$ cat config.mk
export PLATFORM = sky130hd
export DESIGN_NAME = gravity_drop_scheduler
export DESIGN_NICKNAME = d
export VERILOG_FILES = /design/src/rtl/gravity_pkg.sv /design/src/rtl/gravity_drop_scheduler_pending_counter.sv /design/src/rtl/gravity_drop_scheduler.sv
export SDC_FILE = /design/constraint.sdc
export NUM_CORES = 1
export LEC_CHECK = 0
export CORE_MARGIN = 1.5
export CORE_UTILIZATION = 41
export DETAILED_ROUTE_END_ITERATION = 6
export PLACE_DENSITY = 0.83
export SETUP_SLACK_MARGIN = 0.3
export SLEW_MARGIN = 30
export SYNTH_ARGS = -nofsm -noshare
export SYNTH_HDL_FRONTEND = slang
export SYNTH_HIERARCHICAL = 1
export SYNTH_SLANG_ARGS = --single-unit
$ cat constraint.sdc
create_clock -name clock50M -period 2.6 [get_ports clock50M]
set_input_delay 0.39 -clock clock50M [delete_from_list [all_inputs] [get_ports clock50M]]
set_output_delay 0.39 -clock clock50M [all_outputs]
set_load 0.02 [all_outputs]
$ cat src/rtl/gravity_pkg.sv
// gravity_pkg
// Shared types and constants for the gravity drop scheduler.
//   state_t       : handshake FSM encoding (IDLE / REQ / GAP)
//   RATE_*        : rate-divider digitControl codes
//   level_to_rate : difficulty level -> rate-select code (faster level, shorter period)
package gravity_pkg;

    typedef enum logic [1:0] {
        IDLE = 2'd0,
        REQ  = 2'd1,
        GAP  = 2'd2
    } state_t;

    localparam logic [1:0] RATE_0P5S = 2'b00;
    localparam logic [1:0] RATE_1S   = 2'b01;
    localparam logic [1:0] RATE_2S   = 2'b10;
    localparam logic [1:0] RATE_4S   = 2'b11;

    // level 0 is slowest (4 s), level 3 fastest (0.5 s): rate = 3 - level
    function automatic logic [1:0] level_to_rate(input logic [1:0] lvl);
        logic [1:0] r;
        case (lvl)
            2'd0:    r = RATE_4S;
            2'd1:    r = RATE_2S;
            2'd2:    r = RATE_1S;
            default: r = RATE_0P5S;
        endcase
        return r;
    endfunction

endpackage

$ cat src/rtl/gravity_drop_scheduler_pending_counter.sv
// pending_counter
// Saturating up/down counter of buffered gravity drops.
//   i_clk, i_rst_n : clock, async active-low reset
//   i_inc          : add 1
//   i_inc2         : add 2 (takes precedence over i_inc)
//   i_dec          : subtract 1 (never goes below 0)
//   i_clr          : synchronous clear, overrides everything
//   o_count        : current count
//   o_sat          : this cycle's net change would exceed MAX_PENDING and was clipped
module pending_counter
    import gravity_pkg::*;
#(
    parameter int MAX_PENDING = 15,
    parameter int PEND_W      = 4
) (
    input  logic              i_clk,
    input  logic              i_rst_n,
    input  logic              i_inc,
    input  logic              i_inc2,
    input  logic              i_dec,
    input  logic              i_clr,
    output logic [PEND_W-1:0] o_count,
    output logic              o_sat
);

    // two guard bits so count + 2 never wraps before the saturation compare
    localparam int SW = PEND_W + 2;

    logic [PEND_W-1:0] r_count;
    logic [SW-1:0]     w_add;
    logic [SW-1:0]     w_sum;
    logic [SW-1:0]     w_net;
    logic              w_over;
    logic [PEND_W-1:0] w_next;

    always_comb begin
        w_add = '0;
        if (i_inc2)     w_add = SW'(2);
        else if (i_inc) w_add = SW'(1);
        w_sum = {2'b00, r_count} + w_add;
        // increment and decrement are netted first, so a tick and an ack
        // together at saturation hold the count without flagging overflow
        w_net = w_sum;
        if (i_dec && (w_sum != '0)) w_net = w_sum - SW'(1);
        w_over = (w_net > SW'(MAX_PENDING));
        if (i_clr)       w_next = '0;
        else if (w_over) w_next = PEND_W'(MAX_PENDING);
        else             w_next = w_net[PEND_W-1:0];
    end

    always_ff @(posedge i_clk or negedge i_rst_n) begin
        if (!i_rst_n) r_count <= '0;
        else          r_count <= w_next;
    end

    assign o_count = r_count;
    assign o_sat   = w_over & ~i_clr;

endmodule

$ cat src/rtl/gravity_drop_scheduler.sv
// gravity_drop_scheduler
// Buffers rate-divider ticks as pending gravity drops and offers them one at
// a time to the game FSM over a req/ack handshake; drives the divider's
// rate-select and enable from level / soft_drop / enable.
// Optional feature macro: GRAVITY_SOFT_DROP_EN (soft_drop forces 0.5 s rate
// and makes each accepted tick worth two drops). Undefined: soft_drop ignored.
//   clock50M, clear_b : 50 MHz clock, async active-low reset
//   tick, enable      : divider pulse, gravity enable
//   level, soft_drop  : difficulty, soft-drop button
//   flush             : discard all pending drops (piece lock / spawn)
//   drop_ack          : game FSM accepts the offered drop
//   drop_req          : drop offered
//   rate_sel, rate_en : to divider digitControl / enable
//   pending           : buffered drops including the one offered
//   overflow          : sticky, a tick was lost to saturation
module gravity_drop_scheduler
    import gravity_pkg::*;
#(
    parameter int MAX_PENDING = 15,
    parameter int PEND_W      = 4
) (
    input  logic              clock50M,
    input  logic              clear_b,
    input  logic              tick,
    input  logic              enable,
    input  logic [1:0]        level,
    input  logic              soft_drop,
    input  logic              flush,
    input  logic              drop_ack,
    output logic              drop_req,
    output logic [1:0]        rate_sel,
    output logic              rate_en,
    output logic [PEND_W-1:0] pending,
    output logic              overflow
);

    state_t            r_state;
    state_t            w_state_nxt;
    logic [1:0]        r_rate_sel;
    logic              r_rate_en;
    logic              r_overflow;
    logic [PEND_W-1:0] w_count;
    logic              w_sat;
    logic              w_tick_acc;
    logic              w_ack_vld;
    logic              w_inc;
    logic              w_inc2;
    logic [1:0]        w_rate_nxt;

    assign w_tick_acc = tick & enable;
    // acks outside REQ are stray and must not consume a drop
    assign w_ack_vld  = drop_ack & (r_state == REQ);

`ifdef GRAVITY_SOFT_DROP_EN
    assign w_inc      = w_tick_acc & ~soft_drop;
    assign w_inc2     = w_tick_acc & soft_drop;
    assign w_rate_nxt = soft_drop ? RATE_0P5S : level_to_rate(level);
`else
    logic w_unused_soft_drop;
    assign w_unused_soft_drop = soft_drop;
    assign w_inc      = w_tick_acc;
    assign w_inc2     = 1'b0;
    assign w_rate_nxt = level_to_rate(level);
`endif

    pending_counter #(
        .MAX_PENDING (MAX_PENDING),
        .PEND_W      (PEND_W)
    ) u_pending_counter (
        .i_clk   (clock50M),
        .i_rst_n (clear_b),
        .i_inc   (w_inc),
        .i_inc2  (w_inc2),
        .i_dec   (w_ack_vld),
        .i_clr   (flush),
        .o_count (w_count),
        .o_sat   (w_sat)
    );

    always_ff @(posedge clock50M or negedge clear_b) begin
        if (!clear_b) begin
            r_state    <= IDLE;
            r_rate_sel <= RATE_4S;
            r_rate_en  <= 1'b0;
            r_overflow <= 1'b0;
        end else begin
            r_state    <= w_state_nxt;
            r_rate_sel <= w_rate_nxt;
            r_rate_en  <= enable;
            if (flush)      r_overflow <= 1'b0;
            else if (w_sat) r_overflow <= 1'b1;
        end
    end

    // decisions use the registered count, so a tick in IDLE shows up as
    // drop_req one edge after it lands in pending
    always_comb begin
        w_state_nxt = r_state;
        drop_req    = 1'b0;
        case (r_state)
            IDLE: if (w_count != '0) w_state_nxt = REQ;
            REQ: begin
                drop_req = 1'b1;
                if (w_ack_vld) w_state_nxt = GAP;
            end
            GAP:     w_state_nxt = (w_count != '0) ? REQ : IDLE;
            default: w_state_nxt = IDLE;
        endcase
        if (flush) w_state_nxt = IDLE;
    end

    assign pending  = w_count;
    assign overflow = r_overflow;
    assign rate_sel = r_rate_sel;
    assign rate_en  = r_rate_en;

endmodule

# Word level (Yosys, flattened, before mapping)
# Index checks and enable logic that the tools add are counted.
# op_classes
reduce_logical	7
muxes	13
add_sub_neg	2
magnitude_cmp	1
n_bitwise	4
n_eq_ne	6
# op_table
op	n
$pmux W2 S3	2
$mux W4	2
$gt A6 B4 Y1 const B	1
$mux W2	3
$mux W6	1
$reduce_bool A6 Y1	1
$sub A6 B1 Y6 const B	1
$add A4 B1 Y5	1
$mux W1	5
$eq A2 B1 Y1 const B	2
$eq A2 B2 Y1 const B	2
$logic_not A2 Y1	2
$reduce_bool A4 Y1	1
$and A1 B1 Y1	3
$ne A3 B2 Y1 const B	1
$ne A3 B3 Y1 const B	1
$reduce_and A2 Y1	1
$reduce_bool A2 Y1	1
$logic_and A1 B1 Y1	1
$not A1 Y1	1
# word_totals
wordCells	38
reg_bits	10
in_bits	9

# Depth between registers and ports, before layout
# Gate-level depths: netlist (run 1).
# logic_depth
ltp_word	10
ltp_mapped	12
mapped_depth_nobuf	12

# Cells and area by module
# Netlist (run 1), hierarchy kept.
# modules_own_cells
module	cells_per_inst	n_inst	area_each_um2	seq_area_each_um2
pending_counter	47	1	430.4	100.1
gravity_drop_scheduler	19	1	226.5	152.6

# Worst setup path before layout (run 1)
# Ideal clock, no wire load.
# synth_timing
path_kind	input port to flip-flop
start	in tick
end	reg u_pending_counter.r_count[1] (netlist: u_pending_counter/o_count[1])
arrival_ps	2636
path_stages	10
slack_ps	-112
path_cell_list	and2_1 > nor2b_1 > ha_1 > fa_1 > inv_1 > ha_1 > or2b_2 > o311ai_2 > mux2_1 > o21ai_1
# synth_via
elab_chain_cells	9
word_cells_on_any_way	10
cone_classes	2 x add/sub; 1 x order compare; 4 x mux; 1 x bitwise; 2 x reduce/logical
# synth_lines
element	line_no	source
from (decl)	gravity_drop_scheduler.sv:24	input logic tick,
$and A1 B1 Y1 (*)	gravity_drop_scheduler.sv:50	assign w_tick_acc = tick & enable;
$mux W1 (*)	gravity_drop_scheduler_pending_counter.sv:39	else if (i_inc) w_add = SW'(1);
$add A4 B1 Y5 (*)	gravity_drop_scheduler_pending_counter.sv:40	w_sum = {2'b00, r_count} + w_add;
branches (longest 2 deep; another with $sub A6 B1 Y6)	-	
$mux W6 (*)	gravity_drop_scheduler_pending_counter.sv:44	if (i_dec && (w_sum != '0)) w_net = w_sum - SW'(1);
$gt A6 B4 Y1	gravity_drop_scheduler_pending_counter.sv:45	w_over = (w_net > SW'(MAX_PENDING));
$mux W4 (*)	gravity_drop_scheduler_pending_counter.sv:47	else if (w_over) w_next = PEND_W'(MAX_PENDING);
$mux W4 (*)	gravity_drop_scheduler_pending_counter.sv:46	if (i_clr) w_next = '0;
net u_pending_counter.w_next[1]	gravity_drop_scheduler_pending_counter.sv:34	logic [PEND_W-1:0] w_next;
to (signal assigned)	gravity_drop_scheduler_pending_counter.sv:53	else r_count <= w_next;
to (decl)	gravity_drop_scheduler_pending_counter.sv:29	logic [PEND_W-1:0] r_count;
# Mark *: on every way through the listed nets, which the timed path passes.
# A chain may end at the register's enable or synchronous reset.

# Final worst setup path (run 1)
# layout_timing
start	in enable
end	reg u_pending_counter.r_count[1] (netlist: u_pending_counter/o_count[1])
# layout_via
elab_chain_cells	9
word_cells_on_any_way	10
cone_classes	2 x add/sub; 1 x order compare; 4 x mux; 1 x bitwise; 2 x reduce/logical
# layout_lines
element	line_no	source
from (decl)	gravity_drop_scheduler.sv:25	input logic enable,
$and A1 B1 Y1 (*)	gravity_drop_scheduler.sv:50	
net w_inc	gravity_drop_scheduler.sv:46	logic w_inc;
$mux W1 (*)	gravity_drop_scheduler_pending_counter.sv:39	
$add A4 B1 Y5 (*)	gravity_drop_scheduler_pending_counter.sv:40	
branches (longest 2 deep; another with $sub A6 B1 Y6)	-	
$mux W6 (*)	gravity_drop_scheduler_pending_counter.sv:44	
$gt A6 B4 Y1	gravity_drop_scheduler_pending_counter.sv:45	
$mux W4 (*)	gravity_drop_scheduler_pending_counter.sv:47	
$mux W4 (*)	gravity_drop_scheduler_pending_counter.sv:46	
net u_pending_counter.w_next[1]	gravity_drop_scheduler_pending_counter.sv:34	
# Marks and branches as above.

==> impl_metrics.tcl, run 1 <==
set metrics [dict create \
    port_buffers 16 \
    irDropWorstVdd_uv 540.0 \
    avgRoutedWirePerCell_um 16.02 \
    p_seq_share_pct 25.1 \
    crit_path_cell_trace "buf_6 > and2_4 > nor2b_4 > ha_4 > fa_1 > inv_2 > ha_4 > or4b_4 > o311ai_4 > mux2_4 > o21ai_2" \
    switching_power_uw 397.3 \
    cts-htree-levels 1 \
    synth_ff_type "dfrtp_1" \
    p_clk_share_pct 11.8 \
    min_period_ps 2464 \
    synth_warnings 6 \
    cts_hold_buf 0 \
    cts_tree "yes" \
    cp_data_required_time_ps 2800 \
    final_cell_mix "buf_4, clkdlybuf4s50_1, nor2_1, dfrtp_1, inv_1" \
    critPathArrivalTime_ps 2660 \
    core_sq_um 1506 \
    place.gp.congestion 0.7917 \
    drv_slew 0 \
    syn_inst 66 \
    finalCritPeriodShare_pct 94.77 \
    worstSetupPathType "in2reg" \
    p_sw_share_pct 40.73 \
    hold_viol 0 \
    ctsRootBufferMaster "clkbuf_4" \
    powerDensity_nw_per_um2 890.0 \
    track_usage_pct 22.61 \
    fin_setup_tns_ps 0 \
    grt_overflow_total 0 \
    antenna_cells 0 \
    rows 14 \
    reg2reg_slack_ps 170 \
    final_common_cell "buf_4" \
    worst_r2r_path_depth 8 \
    worstSetupEndpointType "register" \
    ys_ff_latch 10 \
    numCtsBuffers 3 \
    firstDrtPassIters 4 \
    cp_max_fo 3 \
    synth-edff-count 0 \
    synth_area_sq_um 656.9 \
    clockBufferDepth 2 \
    rsz0062_at_grt "true" \
    p_comb_share_pct 63.0 \
    final_nets 119 \
    avgViaCountPerCell 5.533 \
    area_growth_pct 66.86 \
    yosys.cell_types.count 36 \
    power.internal_uw 578.1 \
    crit_path_max_incr_delay_ps 480 \
    grt_pass1_vias 699 \
    setup_viol 0 \
    dp_slack_ps -596.2 \
    fmax_mhz 405.8 \
    clk_latency_ps 270 \
    dieWidth_um 43.03 \
    status "finished clean" \
    pin_count 18 \
    place_hpwl_um 1277 \
    reg2reg_to "u_pending_counter/o_count[1]" \
    min_to "rate_en" \
    clkTransAtPathRegs_ps 80 \
    cp-start-kind "input pin" \
    vias 664 \
    timing.rr.start "u_pending_counter/o_count[0]" \
    critPathMostFrequentCell "ha_4" \
    die-height_um 43.03 \
    grt_max_degree 11 \
    antenna_found_initial 0 \
    crit_slowest_cell "fa_1" \
    utilization_pct 72.76 \
    drt_iter0_drc 9 \
    hold_depth 1 \
    drive_above_1_share_pct 41.35 \
    drc 0 \
    ant_nets 0 \
    start_util_pct 43.60 \
    wirelength_um 1922 \
    hold_path_startpoint "enable" \
    synthArstFlopShare_pct 100.0 \
    cts.sinks 10 \
    yosysSeqAreaShare_pct 38.48 \
    syn_avg_cell_area_sq_um 9.953 \
    finClkSkew_ps 19.34 \
    die_area_sq_um 1851 \
    hold_path_class "in2reg" \
    setup_ws_ps 136.0 \
    max-cap-violations 0 \
    grt_pass1_wl_um 3118 \
    leakage_uw 0.0004858 \
]
==> worst max-delay path: cells and delay by family <==
kind / cells / cell delay (ps)
adders and majority gates: 3 / 770
and+or+nand+nor: 3 / 730
muxes: 1 / 340
AOI/OAI and AO/OA: 2 / 230
buffers and inverters: 2 / 200
==> cells by family (layout without fill, tap and decap cells) <==
| group | count (synthesis) | after routing | share of synthesized area [%] |
|---|---|---|---|
| buffers and inverters | 6 | 42 | 3.428 |
| DFF | 10 | 10 | 38.48 |
| and+or+nand+nor | 24 | 24 | 22.10 |
| xor gates and xnor gates | 2 | 2 | 2.667 |
| muxes | 2 | 2 | 3.238 |
| AOI/OAI and AO/OA | 16 | 16 | 18.86 |
| adders and majority gates | 5 | 5 | 10.67 |
| other | 1 | 3 | 0.5709 |
==> worst max path at each step <==
| stage | startpoint | end | slack (ps) |
|---|---|---|---|
| floorplan | u_pending_counter/o_count[1] | u_pending_counter/o_count[1] | 310 |
| global placement | enable | u_pending_counter/o_count[1] | -500 |
| detailed placement | enable | overflow | -600 |
| CTS | enable | u_pending_counter/o_count[1] | 160 |
| global route | enable | overflow | 80 |
| finish | enable | u_pending_counter/o_count[1] | 140 |
==> through the flow <==
step / total power, uW / area, sq um / std cells / hold slack, ps
after floorplan: 540.4 / 698.2 / 68 / 94.41
after global placement: 736.7 / 968.4 / 112 / 479.3
after detailed placement: 758.0 / 968.4 / 112 / 493.2
after CTS: 907.9 / 1047 / 118 / 214.2
after global routing: 1023 / 1096 / 120 / 201.6
final: 975.4 / 1096 / 120 / 212.2
==> per-layer routing <==
| metal | routed length, um | share of wire, % | track usage (%) |
|---|---|---|---|
| met5 | 0 | 0 | 0 |
| met4 | 23 | 1.2 | 5.455 |
| met3 | 60 | 3.1 | 6.383 |
| met2 | 1032 | 54 | 40.00 |
| met1 | 805 | 42 | 26.88 |
==> synth_stat cells (2+ instances only) <==
master	instances	area share, %
nor2_1	6	3.4
and2_1	2	1.9
o32a_1	2	3.0
nor2b_1	2	1.9
ha_1	4	7.6
dfrtp_1	8	30
nand2_1	4	2.3
xnor2_1	2	2.7
a21oi_1	2	1.5
o21ai_1	2	1.5
inv_1	6	3.4
dfstp_2	2	8.0
==> flip-flops by register name, summed over array words and instances (netlist names) <==
signal,cells
u_pending_counter/o_count,4
r_state,2
rate_sel,2
overflow,1
rate_en,1
==> what timing repair did <==
item / 4_1_cts / 5_1_grt
endpoints found under the setup margin: 5 / 5
buffers inserted: 2 / 2
gates resized for setup: 15 / 7
pin swaps: 4 / 2
==> area by class of cell <==
class / instances / area (sq um)
clock buffers: 4 / 26.28
fillers: 101 / 410.4
inverters: 6 / 22.52
multi-input cells: 52 / 495.5
flip-flops and latches: 10 / 255.2
well taps: 16 / 20.02
repair buffers: 32 / 276.5
==> power groups by stage <==
stage / Clock (uW) / Sequential [uW] / Combinational, uW
6_report: 116 / 245 / 615
4_1_cts: 115 / 241 / 552
5_1_grt: 127 / 251 / 646
3_3_place_gp: 0 / 236 / 500
3_5_place_dp: 0 / 242 / 516
2_1_floorplan: 0 / 261 / 279
No activity file was read; power rests on OpenSTA's default activity.
==> inputs of run 2 (changes only) <==
--- a/constraint.sdc
+++ b/constraint.sdc
@@ -3,2 +3,2 @@
 set_output_delay 0.39 -clock clock50M [all_outputs]
-set_load 0.02 [all_outputs]
+set_load 0.05 [all_outputs]
==> run 2 against run 1 <==
  * Setup slack worse by 5.0 ps
  * Routed wire length is 4.2% higher
  * Hold slack better by 110 ps
  * Clock power is 21% higher
  * Global-route usage is 1.9 points higher
  * Power is 6.7% higher
==> impl_metrics.tcl, run 2 (same netlist as run 1, synthesis figures left out) <==
set metrics [dict create \
    critPathMostFrequentCell "ha_4" \
    place.gp.congestion 0.8267 \
    worstSetupPathType "in2reg" \
    drt_iter0_drc 17 \
    critPathArrivalTime_ps 2660 \
    path_depth 11 \
    drc 0 \
    cts-htree-levels 1 \
    avgRoutedWirePerCell_um 16.15 \
    crit_path_cell_trace "buf_6 > and2_4 > nor2b_4 > ha_4 > fa_1 > inv_2 > ha_4 > or4b_4 > o311ai_4 > mux2_4 > o21ai_2" \
    clkTransAtPathRegs_ps 60 \
    worst_r2r_path_depth 8 \
    firstDrtPassIters 6 \
    wirelength_um 2002 \
    pin_count 18 \
    switching_power_uw 446.4 \
    p_seq_share_pct 23.6 \
    grt_pass1_wl_um 3167 \
    cts_tree "yes" \
    crit_slowest_cell "fa_1" \
    numCtsBuffers 3 \
    power.internal_uw 594.6 \
    critPathTopFamily "adder cells" \
    ctsRootBufferMaster "clkbuf_4" \
    worst_pin_slew_ps 530.4 \
    seq_area_sq_um 255.2 \
    leakage_uw 0.0005085 \
    worstSetupEndpointType "register" \
    drv_slew 0 \
    dieWidth_um 43.03 \
    core_sq_um 1506 \
    track_usage_pct 24.49 \
    multi_input_area_sq_um 466.7 \
    setup_viol 0 \
    cp_data_required_time_ps 2790 \
    dp_slack_ps -655.5 \
    avgViaCountPerCell 5.435 \
    die-height_um 43.03 \
    cts_hold_buf 0 \
    p_sw_share_pct 42.88 \
    min_period_ps 2469 \
    final_cell_mix "buf_4, clkdlybuf4s50_1, nor2_1, dfrtp_1, inv_1" \
    maxSlewHeadroom_pct 64.53 \
    grt_overflow_total 0 \
    setup_ws_ps 131.0 \
    hold_path_class "in2reg" \
    ant_nets 0 \
    grt_pass1_vias 708 \
    grt_use_met1_pct 26.15 \
    whs_ps 324.4 \
    cp-start-kind "input pin" \
    final_nets 123 \
    drive_above_1_share_pct 42.59 \
    n_fill_cell 100 \
    grt-busiest-layer "met2" \
    cp_max_fo 3 \
    fmax_mhz 405.0 \
    finalCritPeriodShare_pct 94.96 \
    antenna_cells 0 \
    powerDensity_nw_per_um2 934.8 \
    place_hpwl_um 1356 \
    rsz0062_at_grt "true" \
    die_area_sq_um 1851 \
    antenna_found_initial 0 \
    irDropWorstVdd_uv 574.0 \
    largest_reg_flops 4 \
    utilization_pct 73.92 \
    p_comb_share_pct 63.0 \
    hold_depth 2 \
    grt_max_degree 11 \
    finClkSkew_ps 0.9754 \
    clk_latency_ps 270 \
    clockBufferDepth 2 \
    globalRouteMet2Util_pct 43.33 \
    cts.sinks 10 \
    start_util_pct 43.60 \
    status "finished clean" \
    port_buffers 16 \
    rows 14 \
    crit_path_max_incr_delay_ps 510 \
    crit_buf_inv 2 \
    hold_viol 0 \
    vias 674 \
    max-cap-violations 0 \
    area_growth_pct 69.52 \
    p_clk_share_pct 13.4 \
    grtUsageMet3_pct 6.383 \
    final_common_cell "buf_4" \
]
-- run 2: cell types whose count changed in the layout (fill, tap and decap cells not counted), sizes merged --
cell,change
buf,+4
-- run 2: final cells by class --
| type | instances | share of cell area, % |
|---|---|---|
| clock buffer | 4 | 3.258 |
| inverter | 6 | 2.022 |
| multi-input combinational | 52 | 41.91 |
| sequential | 10 | 22.92 |
| tap | 16 | 1.798 |
| timing repair buffer | 36 | 28.09 |
-- run 2: power groups by stage --
stage                     logic (uW)  clock network (uW)  registers [uW]
after global placement           585                   0             239
after global routing             702                 153             252
after CTS                        632                 145             240
after detailed placement         603                   0             240
final                            655                 140             246
after floorplan                  294                   0             320
-- run 2: per-layer routing --
layer / routed length (um) / vias to the layer above
met1: 783 / 326
met5: 0 / -
met2: 1085 / 22
met4: 66 / 0
li1: - / 320
met3: 66 / 6
-- run 2: worst paths after layout --
kind                                           endpoint                         start  slack (ps)
max                        u_pending_counter/o_count[1]                          tick         130
min                                             rate_en                        enable         320
max reg2reg                u_pending_counter/o_count[1]  u_pending_counter/o_count[0]         150
min reg2reg                                    overflow                      overflow         540
max in group asynchronous                   rate_sel[1]                       clear_b        1830
min in group asynchronous                      overflow                       clear_b         440
-- run 2: worst reg2reg max path, cell delays in order, from the launching register on --
cell,delay (ps)
dfrtp_2,440
ha_4,180
fa_1,510
inv_2,100
ha_4,130
or4b_4,470
o311ai_4,110
mux2_4,330
o21ai_2,100
-- run 2: through the flow --
stage / std cells / TNS (ps) / instance area (sq um) / power (uW)
2_1_floorplan: 68 / 0 / 699.4 / 614.6
3_3_place_gp: 114 / -2259 / 984.7 / 823.6
3_5_place_dp: 114 / -2914 / 984.7 / 844.0
4_1_cts: 122 / 0 / 1077 / 1017
5_1_grt: 124 / 0 / 1114 / 1106
6_report: 124 / 0 / 1114 / 1041
-- run 2: repair_timing --
| action | 4_1_cts | 5_1_grt |
|---|---|---|
| endpoints found under the setup margin | 5 | 5 |
| setup buffers | 4 | 2 |
| pin swaps | 5 | 9 |
| resized for setup | 16 | 4 |
